### src/rtl/tug_pkg.sv
// Shared types and defaults for the tug-of-war key front end.
package tug_pkg;

   typedef enum logic [1:0] {
      IDLE       = 2'd0,
      PRESS_DB   = 2'd1,
      HELD       = 2'd2,
      RELEASE_DB = 2'd3
   } deb_state_e;

   localparam int DEB_CYCLES_DEF = 500000;

endpackage

### src/rtl/tug_key_chan.sv
// One key channel: 2-flop synchroniser, debounce FSM with counter,
// registered press pulse (one cycle after the press transition) and held level.
//
// state      | meaning
// IDLE       | debounced released, waiting for a pressed sample
// PRESS_DB   | pressed samples seen, counting towards acceptance
// HELD       | debounced pressed, waiting for a released sample
// RELEASE_DB | released samples seen, counting towards release
module tug_key_chan
   import tug_pkg::*;
#(
   parameter int DEB_CYCLES = DEB_CYCLES_DEF
) (
   input  logic clk,
   input  logic reset_n,
   input  logic key_n_i,
   output logic press_o,
   output logic held_o
);

   localparam int CNT_W = $clog2(DEB_CYCLES + 1);
   localparam logic [CNT_W-1:0] CNT_MAX = CNT_W'(DEB_CYCLES);

   logic             sync1_q;
   logic             sync2_q;
   deb_state_e       state_q;
   logic [CNT_W-1:0] cnt_q;
   logic             press_q;
   logic             held_q;
   logic             p;

   assign p = ~sync2_q;

   always_ff @(posedge clk or negedge reset_n) begin
      if (!reset_n) begin
         sync1_q <= 1'b1;
         sync2_q <= 1'b1;
         state_q <= IDLE;
         cnt_q   <= '0;
         press_q <= 1'b0;
         held_q  <= 1'b0;
      end else begin
         sync1_q <= key_n_i;
         sync2_q <= sync1_q;
         press_q <= 1'b0;
         // held follows the state one cycle late so it rises with the pulse
         held_q  <= (state_q == HELD) || (state_q == RELEASE_DB);
         case (state_q)
            IDLE: begin
               if (p) begin
                  state_q <= PRESS_DB;
                  cnt_q   <= CNT_W'(1);
               end
            end
            PRESS_DB: begin
               if (!p) begin
                  state_q <= IDLE;
                  cnt_q   <= '0;
               end else if (cnt_q == CNT_MAX) begin
                  state_q <= HELD;
                  cnt_q   <= '0;
                  press_q <= 1'b1;
               end else begin
                  cnt_q <= cnt_q + CNT_W'(1);
               end
            end
            HELD: begin
               if (!p) begin
                  state_q <= RELEASE_DB;
                  cnt_q   <= CNT_W'(1);
               end
            end
            RELEASE_DB: begin
               if (p) begin
                  state_q <= HELD;
                  cnt_q   <= '0;
               end else if (cnt_q == CNT_MAX) begin
                  state_q <= IDLE;
                  cnt_q   <= '0;
               end else begin
                  cnt_q <= cnt_q + CNT_W'(1);
               end
            end
            default: begin
               state_q <= IDLE;
               cnt_q   <= '0;
            end
         endcase
      end
   end

   assign press_o = press_q;
   assign held_o  = held_q;

endmodule

### src/rtl/tug_key_ctrl.sv
// Player-input front end: two debounced key channels producing one-cycle
// L/R press pulses, masked while the game is frozen.
module tug_key_ctrl
   import tug_pkg::*;
#(
   parameter int DEB_CYCLES = DEB_CYCLES_DEF
) (
   input  logic clk,
   input  logic reset_n,
   input  logic key_l_n,
   input  logic key_r_n,
   input  logic freeze,
   output logic L,
   output logic R,
   output logic held_l,
   output logic held_r
);

   logic press_l;
   logic press_r;
   logic l_q;
   logic r_q;

   tug_key_chan #(.DEB_CYCLES(DEB_CYCLES)) u_chan_l (
      .clk     (clk),
      .reset_n (reset_n),
      .key_n_i (key_l_n),
      .press_o (press_l),
      .held_o  (held_l)
   );

   tug_key_chan #(.DEB_CYCLES(DEB_CYCLES)) u_chan_r (
      .clk     (clk),
      .reset_n (reset_n),
      .key_n_i (key_r_n),
      .press_o (press_r),
      .held_o  (held_r)
   );

   // A masked pulse is dropped, not deferred; the channel has already moved to HELD.
   always_ff @(posedge clk or negedge reset_n) begin
      if (!reset_n) begin
         l_q <= 1'b0;
         r_q <= 1'b0;
      end else begin
         l_q <= press_l & ~freeze;
         r_q <= press_r & ~freeze;
      end
   end

   assign L = l_q;
   assign R = r_q;

endmodule

### config.mk
export PLATFORM = sky130hd
export DESIGN_NAME = tug_key_ctrl
export DESIGN_NICKNAME = d
export VERILOG_FILES = /design/src/rtl/tug_pkg.sv /design/src/rtl/tug_key_chan.sv /design/src/rtl/tug_key_ctrl.sv
export SDC_FILE = /design/constraint.sdc
export NUM_CORES = 1
export LEC_CHECK = 0
export ABC_AREA = 1
export CAP_MARGIN = 30
export CORE_UTILIZATION = 38
export CTS_CLUSTER_SIZE = 24
export DETAILED_ROUTE_END_ITERATION = 16
export PLACE_DENSITY = 0.59
export SLEW_MARGIN = 20
export SYNTH_ARGS = -nofsm -noshare
export SYNTH_HDL_FRONTEND = slang
export SYNTH_SLANG_ARGS = --single-unit
### constraint.sdc
create_clock -name clk -period 1.61 [get_ports clk]
set_clock_uncertainty 0.05 [all_clocks]
set_input_delay 0.322 -clock clk [delete_from_list [all_inputs] [get_ports clk]]
set_output_delay 0.322 -clock clk [all_outputs]
set_load 0.02 [all_outputs]
==> summary.md, run 1 <==
| Metric | Value |
|---|---|
| I/O pin count | `9` |
| PnR worst setup slack | `0.0571 ns` |
| Post-synth top cells | `sky130_fd_sc_hd__nand2_1, sky130_fd_sc_hd__nor2_1, sky130_fd_sc_hd__inv_1` |
| Number of instances in the synthesized netlist | `430` |
| Reported max-cap violation count | `0` |
| Width of the chip | `90.7 um` |
| Min-delay worst type | `register to register` |
| Final core utilization | `52.1%` |
| Peak VDD IR | `854 uV` |
| Post-synthesis async set-or-reset flop share | `100%` |
| Mean instance size in the synthesized netlist | `6.95 um^2` |
| Flip-flop cell with the highest count after synthesis | `sky130_fd_sc_hd__dfrtp_1` |
| Top fanout value on the critical path | `7` |
| Area growth from synthesis to layout | `29.0%` |
| Flip-flop and latch count after synthesis | `52` |
| Pwr Density | `1060 nW/um^2` |
| Largest cells by area after synthesis | `sky130_fd_sc_hd__dfrtp_1, sky130_fd_sc_hd__nand2_1, sky130_fd_sc_hd__nor2_1, sky130_fd_sc_hd__inv_1, sky130_fd_sc_hd__nand3_1` |
| Clock period minus final worst setup slack | `1.55 ns` |
| Final Hold Vio Count | `0` |
| Wire length per cell after detailed routing | `11.8 um` |
| Ant diodes | `0` |
| Count of distinct cell types in the synthesized netlist | `27` |
| Number of placement rows | `31` |
| Clock-pin slew on the worst setup and hold paths | `0.11 ns` |
| Psw | `1.57 mW` |
| Number of buffers added on ports | `8` |
| Critical Path Source Type | `register` |
| Switching share of total power | `38.7%` |
| Number of global-route vias before repair | `2496` |
| CTS tree | `built` |
| Largest net degree at the start of global routing | `53` |
| Leakage power total | `1.69 nW` |
| Category of the most critical setup path | `register to register` |
| Fraction of post-synthesis cell area in the top cell type by area | `40.2%` |
| Transition time of the tightest slew-check pin | `0.396 ns` |
| Number of vias in the routed layout | `2804` |
| Die outline height | `90.7 um` |
| Fraction of layout cells with a size suffix above 1 | `24.4%` |
| HPWL Detailed | `5030 um` |
| Endpoint arrival time on the critical path | `1.72 ns` |
| Clock tree buffer depth | `2` |
| Status | `complete, no violations` |
| Total clock buffers created by CTS | `5` |
| Aggregate routed wire length | `6940 um` |
| DRT Pass-1 Iters | `4` |
| Remaining global-route overflow | `0` |
| Syn_nets | `439` |
| Crit end category | `register` |
| Per-cell via count in the routed design | `4.78` |
| Sequential share of the synthesized area | `43.7%` |
| Final Slew Violations | `0` |
| Fmax | `644 MHz` |
| Gpl congestion | `0.897` |
| Reg power frac | `38.2%` |
| Effective utilization at floorplan | `40.3%` |
| Worst setup timing slack at the placement stage | `-0.0593 ns` |
| Cell internal power dissipation | `2.50 mW` |
| First DRT Iteration DRCs | `215` |
| Clock power share | `20.4%` |
| Clk Latency, worst-skew pair | `0.31 ns` |
| Cell area after technology mapping | `2990 um^2` |
| Count of nets after finishing | `496` |
| Number of antenna violations at the first check in global routing | `0` |
| Portion of total power attributed to combinational logic | `41.4%` |
| Placeable core region | `7410 um^2` |
| Crit path required time | `1.77 ns` |
| CTS sink count | `52` |
| Post-route ant nets | `0` |
| Tot GR Track Use | `17.3%` |
| Worst-case headroom to the max-slew limit | `73.5%` |
| Final period utilization | `96.5%` |
| Number of design rule violations left after detail routing | `0` |
| Post-synth EDFFs | `0` |
| Die area | `8220 um^2` |
| Biggest area consumer among synthesized cells | `sky130_fd_sc_hd__dfrtp_1` |
| RSZ-0062 raised after global routing | `yes` |
| Root Buffer Master | `sky130_fd_sc_hd__clkbuf_8` |
| Final Setup Violations | `0` |
| Wire length of the first global-routing pass | `11500 um` |
| Top-count cell post-synth | `sky130_fd_sc_hd__nand2_1` |
| Number of H-tree branching levels | `2` |
| Yosys warnings | `0` |
## final timing paths
check	depth (start not counted)	slack, ns	to	startpoint
setup / recovery	11	0.06	u_chan_r.cnt_q[11]	u_chan_r.cnt_q[0]
hold / removal	0	0.32	u_chan_r.sync2_q	u_chan_r.sync1_q
setup reg to reg	11	0.06	u_chan_r.cnt_q[11]	u_chan_r.cnt_q[0]
hold reg to reg	0	0.32	u_chan_r.sync2_q	u_chan_r.sync1_q
max in group asynchronous	3	0.75	u_chan_r.sync2_q	reset_n
min in group asynchronous	3	0.46	u_chan_l.cnt_q[10]	reset_n
## cells by family (layout without fill, tap and decap cells)
kind of cell,after synthesis,after routing,share of synthesized area [%]
buffers and inverters,61,119,8.12
XOR/XNOR,11,11,3.22
AND/OR/NAND/NOR,264,264,35.7
AO/OA/AOI/OAI,38,38,7.53
adder cells (fa/ha/maj),4,4,1.67
flip-flops,52,52,43.7
## flip-flops by register name, summed over array words and instances (netlist names), named ones only
signal / cells
u_chan_r.state_q: 1
u_chan_l.press_o: 1
L: 1
u_chan_r.press_o: 1
u_chan_l.sync1_q: 1
u_chan_l.held_o: 1
u_chan_l.sync2_q: 1
u_chan_l.state_q: 1
u_chan_r.cnt_q: 19
u_chan_l.cnt_q: 19
u_chan_r.held_o: 1
u_chan_r.sync1_q: 1
R: 1
u_chan_r.sync2_q: 1
## layer usage
layer / share of wire, % / track usage (%) / up-vias
met4: 0.99 / 4.44 / 0
met3: 3.3 / 2.27 / 5
met2: 43 / 24.7 / 52
li1: - / - / 1457
met1: 52 / 27.1 / 1290
met5: 0 / 0 / -
## stage by stage
stage	hold slack [ns]	instances	power (mW)	TNS, ns	instance area, um^2
finish	0.316	587	4.07	0	3860
floorplan	-0.0236	430	2.35	0	2990
global placement	0.295	570	2.86	-0.460	3460
detailed placement	0.293	570	2.86	-0.438	3460
global route	0.319	587	4.34	-0.400	3860
CTS	0.318	579	3.73	0	3580
## critical path, stage by stage, from the launching register on
cell	delay [ns]
sky130_fd_sc_hd__dfrtp_1	0.40
sky130_fd_sc_hd__inv_2	0.08
sky130_fd_sc_hd__ha_4	0.14
sky130_fd_sc_hd__inv_2	0.03
sky130_fd_sc_hd__nor2_1	0.07
sky130_fd_sc_hd__nand2_1	0.06
sky130_fd_sc_hd__nor2_2	0.09
sky130_fd_sc_hd__nand3_2	0.15
sky130_fd_sc_hd__nand2_4	0.17
sky130_fd_sc_hd__nand2_8	0.10
sky130_fd_sc_hd__nand2_1	0.07
sky130_fd_sc_hd__nor2_1	0.04
## area by class of cell
class	count	area [um^2]
Clock buffer	5	68.8
Timing Repair Buffer	56	460
Clock inverter	3	28.8
Tap cell	99	124
Inverter	55	214
Multi-Input combinational cell	317	1650
Sequential cell	52	1310
Fill cell	676	3550
## cells in the final DEF (no fill, tap or decap), drive strengths merged, types with 7 or more instances in the layout
cell   count
nand3     38
nor2      81
nand2    136
o21ai     18
o22ai     10
inv       58
buf       48
dfrtp     48
a21oi      7
xor2       8
## what timing repair did
item | in CTS | in global routing
endpoints found under the hold margin | 48 | 0
resized for setup | 10 | 67
hold buffers | 1 | 0
buffers inserted | 0 | 9
endpoints found under the setup margin | 26 | 41
pin swaps | 1 | 10
## power groups by stage
| stage | Combinational [mW] | Clock [mW] | Sequential [mW] |
|---|---|---|---|
| after CTS | 1.31 | 0.871 | 1.55 |
| after floorplan | 0.741 | 0 | 1.61 |
| final | 1.69 | 0.832 | 1.56 |
| after global routing | 1.85 | 0.914 | 1.58 |
| after global placement | 1.29 | 0 | 1.57 |
| after detailed placement | 1.29 | 0 | 1.57 |
Note: power is estimated with default switching activity, not from simulation.
==> run 2, diff against run 1 <==
--- a/config.mk
+++ b/config.mk
@@ -7,10 +7,10 @@
 export LEC_CHECK = 0
 export ABC_AREA = 1
 export CAP_MARGIN = 30
-export CORE_UTILIZATION = 38
+export CORE_UTILIZATION = 45
 export CTS_CLUSTER_SIZE = 24
 export DETAILED_ROUTE_END_ITERATION = 16
-export PLACE_DENSITY = 0.59
+export PLACE_DENSITY = 0.64
 export SLEW_MARGIN = 20
 export SYNTH_ARGS = -nofsm -noshare
 export SYNTH_HDL_FRONTEND = slang
==> constraint.sdc (replaced) <==
create_clock -name clk -period 1.6 [get_ports clk]
set_clock_uncertainty 0.05 [all_clocks]
set_input_delay 0.32 -clock clk [delete_from_list [all_inputs] [get_ports clk]]
set_output_delay 0.32 -clock clk [all_outputs]
set_load 0.02 [all_outputs]
==> summary.md, run 2 (synthesis gave the netlist of run 1 again) <==
| Metric | Value |
|---|---|
| Status | `complete, no violations` |
| Psw | `1.48 mW` |
| Most frequent standard cell in the layout excluding fill and tap cells | `sky130_fd_sc_hd__nand2_1` |
| Number of placement rows | `29` |
| Die outline height | `83.5 um` |
| Gpl congestion | `0.922` |
| Transition time of the tightest slew-check pin | `0.388 ns` |
| Final Hold Vio Count | `0` |
| Setup slack of the worst register-to-register path | `0.04 ns` |
| CTS sink count | `52` |
| Clock tree buffer depth | `2` |
| Clock power share | `20.5%` |
| Final Slew Violations | `0` |
| Number of buffers added on ports | `8` |
| Die area | `6970 um^2` |
| I/O pin count | `9` |
| Wire length of the first global-routing pass | `11600 um` |
| Total placed cells including tap cells | `552` |
| Placed Area | `3470 um^2` |
| Area growth from synthesis to layout | `25.2%` |
| Fmax | `640 MHz` |
| Area of all placed cells without fillers | `3740 um^2` |
| Number of global-route vias before repair | `2579` |
| CTS tree | `built` |
| HPWL Detailed | `5160 um` |
| Width of the chip | `83.5 um` |
| Path length in cells of the critical path | `10` |
| Category of the most critical setup path | `register to register` |
| Final Setup Violations | `0` |
| Pwr Density | `1060 nW/um^2` |
| Non-filler instance count after layout | `564` |
| Clk Latency, worst-skew pair | `0.30 ns` |
| Most used cell, CP | `sky130_fd_sc_hd__inv_2` |
| Critical Path Source Type | `register` |
| Number of H-tree branching levels | `2` |
| Max stage delay on crit path | `0.40 ns` |
| Crit path required time | `1.75 ns` |
| DRT Pass-1 Iters | `5` |
| Hold worst-path end | `u_chan_l.sync2_q` |
| Number of vias in the routed layout | `2804` |
| Min-delay worst type | `register to register` |
| Effective utilization at floorplan | `46.8%` |
| Placeable core region | `6390 um^2` |
| Root Buffer Master | `sky130_fd_sc_hd__clkbuf_8` |
| Leakage power total | `1.68 nW` |
| Hold path startpoint | `u_chan_l.sync1_q` |
| Commonest cells after routing, fill and taps aside | `sky130_fd_sc_hd__nand2_1, sky130_fd_sc_hd__nor2_1, sky130_fd_sc_hd__inv_1` |
| Worst setup timing slack at the placement stage | `-0.0926 ns` |
| Per-cell via count in the routed design | `4.97` |
| Switching share of total power | `37.4%` |
| Remaining global-route overflow | `0` |
| Fraction of layout cells with a size suffix above 1 | `20.9%` |
| Endpoint arrival time on the critical path | `1.71 ns` |
| RSZ-0062 raised after global routing | `yes` |
| Worst-case headroom to the max-slew limit | `74.1%` |
| Endpoint of the lowest-slack register-to-register path | `u_chan_r.cnt_q[2]` |
| Total clock buffers created by CTS | `5` |
| Critical Path, Cell by Cell | `inv_2 -> ha_4 -> inv_2 -> nor2_1 -> nand2_1 -> nor2_2 -> nand3_2 -> nand2_4 -> buf_4 -> o22ai_1` |
| Count of nets after finishing | `495` |
| Tot GR Track Use | `20.5%` |
| Clock-pin slew on the worst setup and hold paths | `0.10 ns` |
| PnR worst setup slack | `0.0379 ns` |
| Crit Reg-Reg Startpoint | `u_chan_r.cnt_q[0]` |
| Logic depth of the worst register-to-register path | `10` |
| First DRT Iteration DRCs | `171` |
| Number of antenna violations at the first check in global routing | `0` |
| Top fanout value on the critical path | `5` |
| Reported max-cap violation count | `0` |
| Wire length per cell after detailed routing | `12.1 um` |
| Number of design rule violations left after detail routing | `0` |
| Final core utilization | `58.6%` |
| Category of cells accounting for the largest share of critical-path delay | `simple AND/OR/NAND/NOR gates` |
| Post-route ant nets | `0` |
| Clock period minus final worst setup slack | `1.56 ns` |
| Hold path depth | `0` |
| Largest net degree at the start of global routing | `42` |
| Reg power frac | `39.6%` |
| Ant diodes | `0` |
| Cell with the biggest individual delay on the critical path | `sky130_fd_sc_hd__dfrtp_1` |
| Registers with the highest flip-flop counts | `u_chan_l.cnt_q x19, u_chan_r.cnt_q x19` |
| Aggregate routed wire length | `6820 um` |
| Number of buffers and inverters on the critical path | `3` |
| Peak VDD IR | `915 uV` |
| Final period utilization | `97.6%` |
| Filler Cells Inserted | `621` |
| Crit end category | `register` |
| Post-route total power | `3.96 mW` |
| Portion of total power attributed to combinational logic | `39.9%` |
| Cell internal power dissipation | `2.48 mW` |
run 2: cell types whose count changed in the layout (fill, tap and decap cells not counted), moves of 3 or more:
cell,previous run,this run
sky130_fd_sc_hd__o22ai_1,6,10
sky130_fd_sc_hd__nor2_1,59,63
sky130_fd_sc_hd__nand2_2,10,5
sky130_fd_sc_hd__buf_6,4,1
sky130_fd_sc_hd__nand2_1,123,129
sky130_fd_sc_hd__o22ai_2,4,0
run 2: final cells by class:
class,instances,area (um^2),area share (%)
clock buffers,5,68.8,1.84
clock inverters,3,28.8,0.769
inverters,55,211,5.65
multi-input cells,317,1570,42.1
flip-flops and latches,52,1310,35.0
well taps,77,96.3,2.57
repair buffers,55,454,12.1
run 2: how the worst max path moves through the flow:
stage                                  from                end  slack (ns)
after floorplan           u_chan_r.cnt_q[0]  u_chan_r.cnt_q[5]        0.08
after global placement    u_chan_r.cnt_q[0]  u_chan_r.cnt_q[5]       -0.09
after detailed placement  u_chan_r.cnt_q[0]  u_chan_r.cnt_q[6]       -0.09
after CTS                 u_chan_r.cnt_q[1]  u_chan_r.cnt_q[1]      0.0004
after global routing      u_chan_r.cnt_q[0]  u_chan_r.cnt_q[9]       -0.10
final                     u_chan_r.cnt_q[0]  u_chan_r.cnt_q[2]        0.04
run 2: worst reg2reg max path, cell delays in order (launching register included):
cell and delay [ns]:
sky130_fd_sc_hd__dfrtp_1 0.40, sky130_fd_sc_hd__inv_2 0.08, sky130_fd_sc_hd__ha_4 0.14, sky130_fd_sc_hd__inv_2 0.03, sky130_fd_sc_hd__nor2_1 0.08, sky130_fd_sc_hd__nand2_1 0.07, sky130_fd_sc_hd__nor2_2 0.12, sky130_fd_sc_hd__nand3_2 0.13
sky130_fd_sc_hd__nand2_4 0.16, sky130_fd_sc_hd__buf_4 0.14, sky130_fd_sc_hd__o22ai_1 0.06
run 2: what timing repair did:
| item | CTS | global route |
|---|---|---|
| resized for setup | 10 | 44 |
| hold buffers | 1 | 0 |
| pin swaps | 2 | 10 |
| endpoints found under the setup margin | 20 | 43 |
| buffers inserted | 0 | 3 |
| endpoints found under the hold margin | 11 | 0 |
run 2: metrics by stage:
step	hold slack [ns]	setup TNS, ns
2_1_floorplan	-0.0256	0
3_3_place_gp	0.189	-0.851
3_5_place_dp	0.188	-0.871
4_1_cts	0.314	0
5_1_grt	0.319	-1.40
6_report	0.311	0
run 2: metal layers:
metal  track usage (%)  vias up  wire length, um
li1                  -     1460                -
met1              30.1     1282             3530
met2              32.2       55             3000
met3              2.77        7              236
met4              5.39        0               58
met5                 0        -                0
run 2: power by group through the flow:
stage	sequential, mW	clock [mW]	combinational (mW)
5_1_grt	1.58	0.887	1.77
3_5_place_dp	1.58	0	1.40
4_1_cts	1.55	0.854	1.41
6_report	1.57	0.811	1.58
3_3_place_gp	1.57	0	1.38
2_1_floorplan	1.62	0	0.745
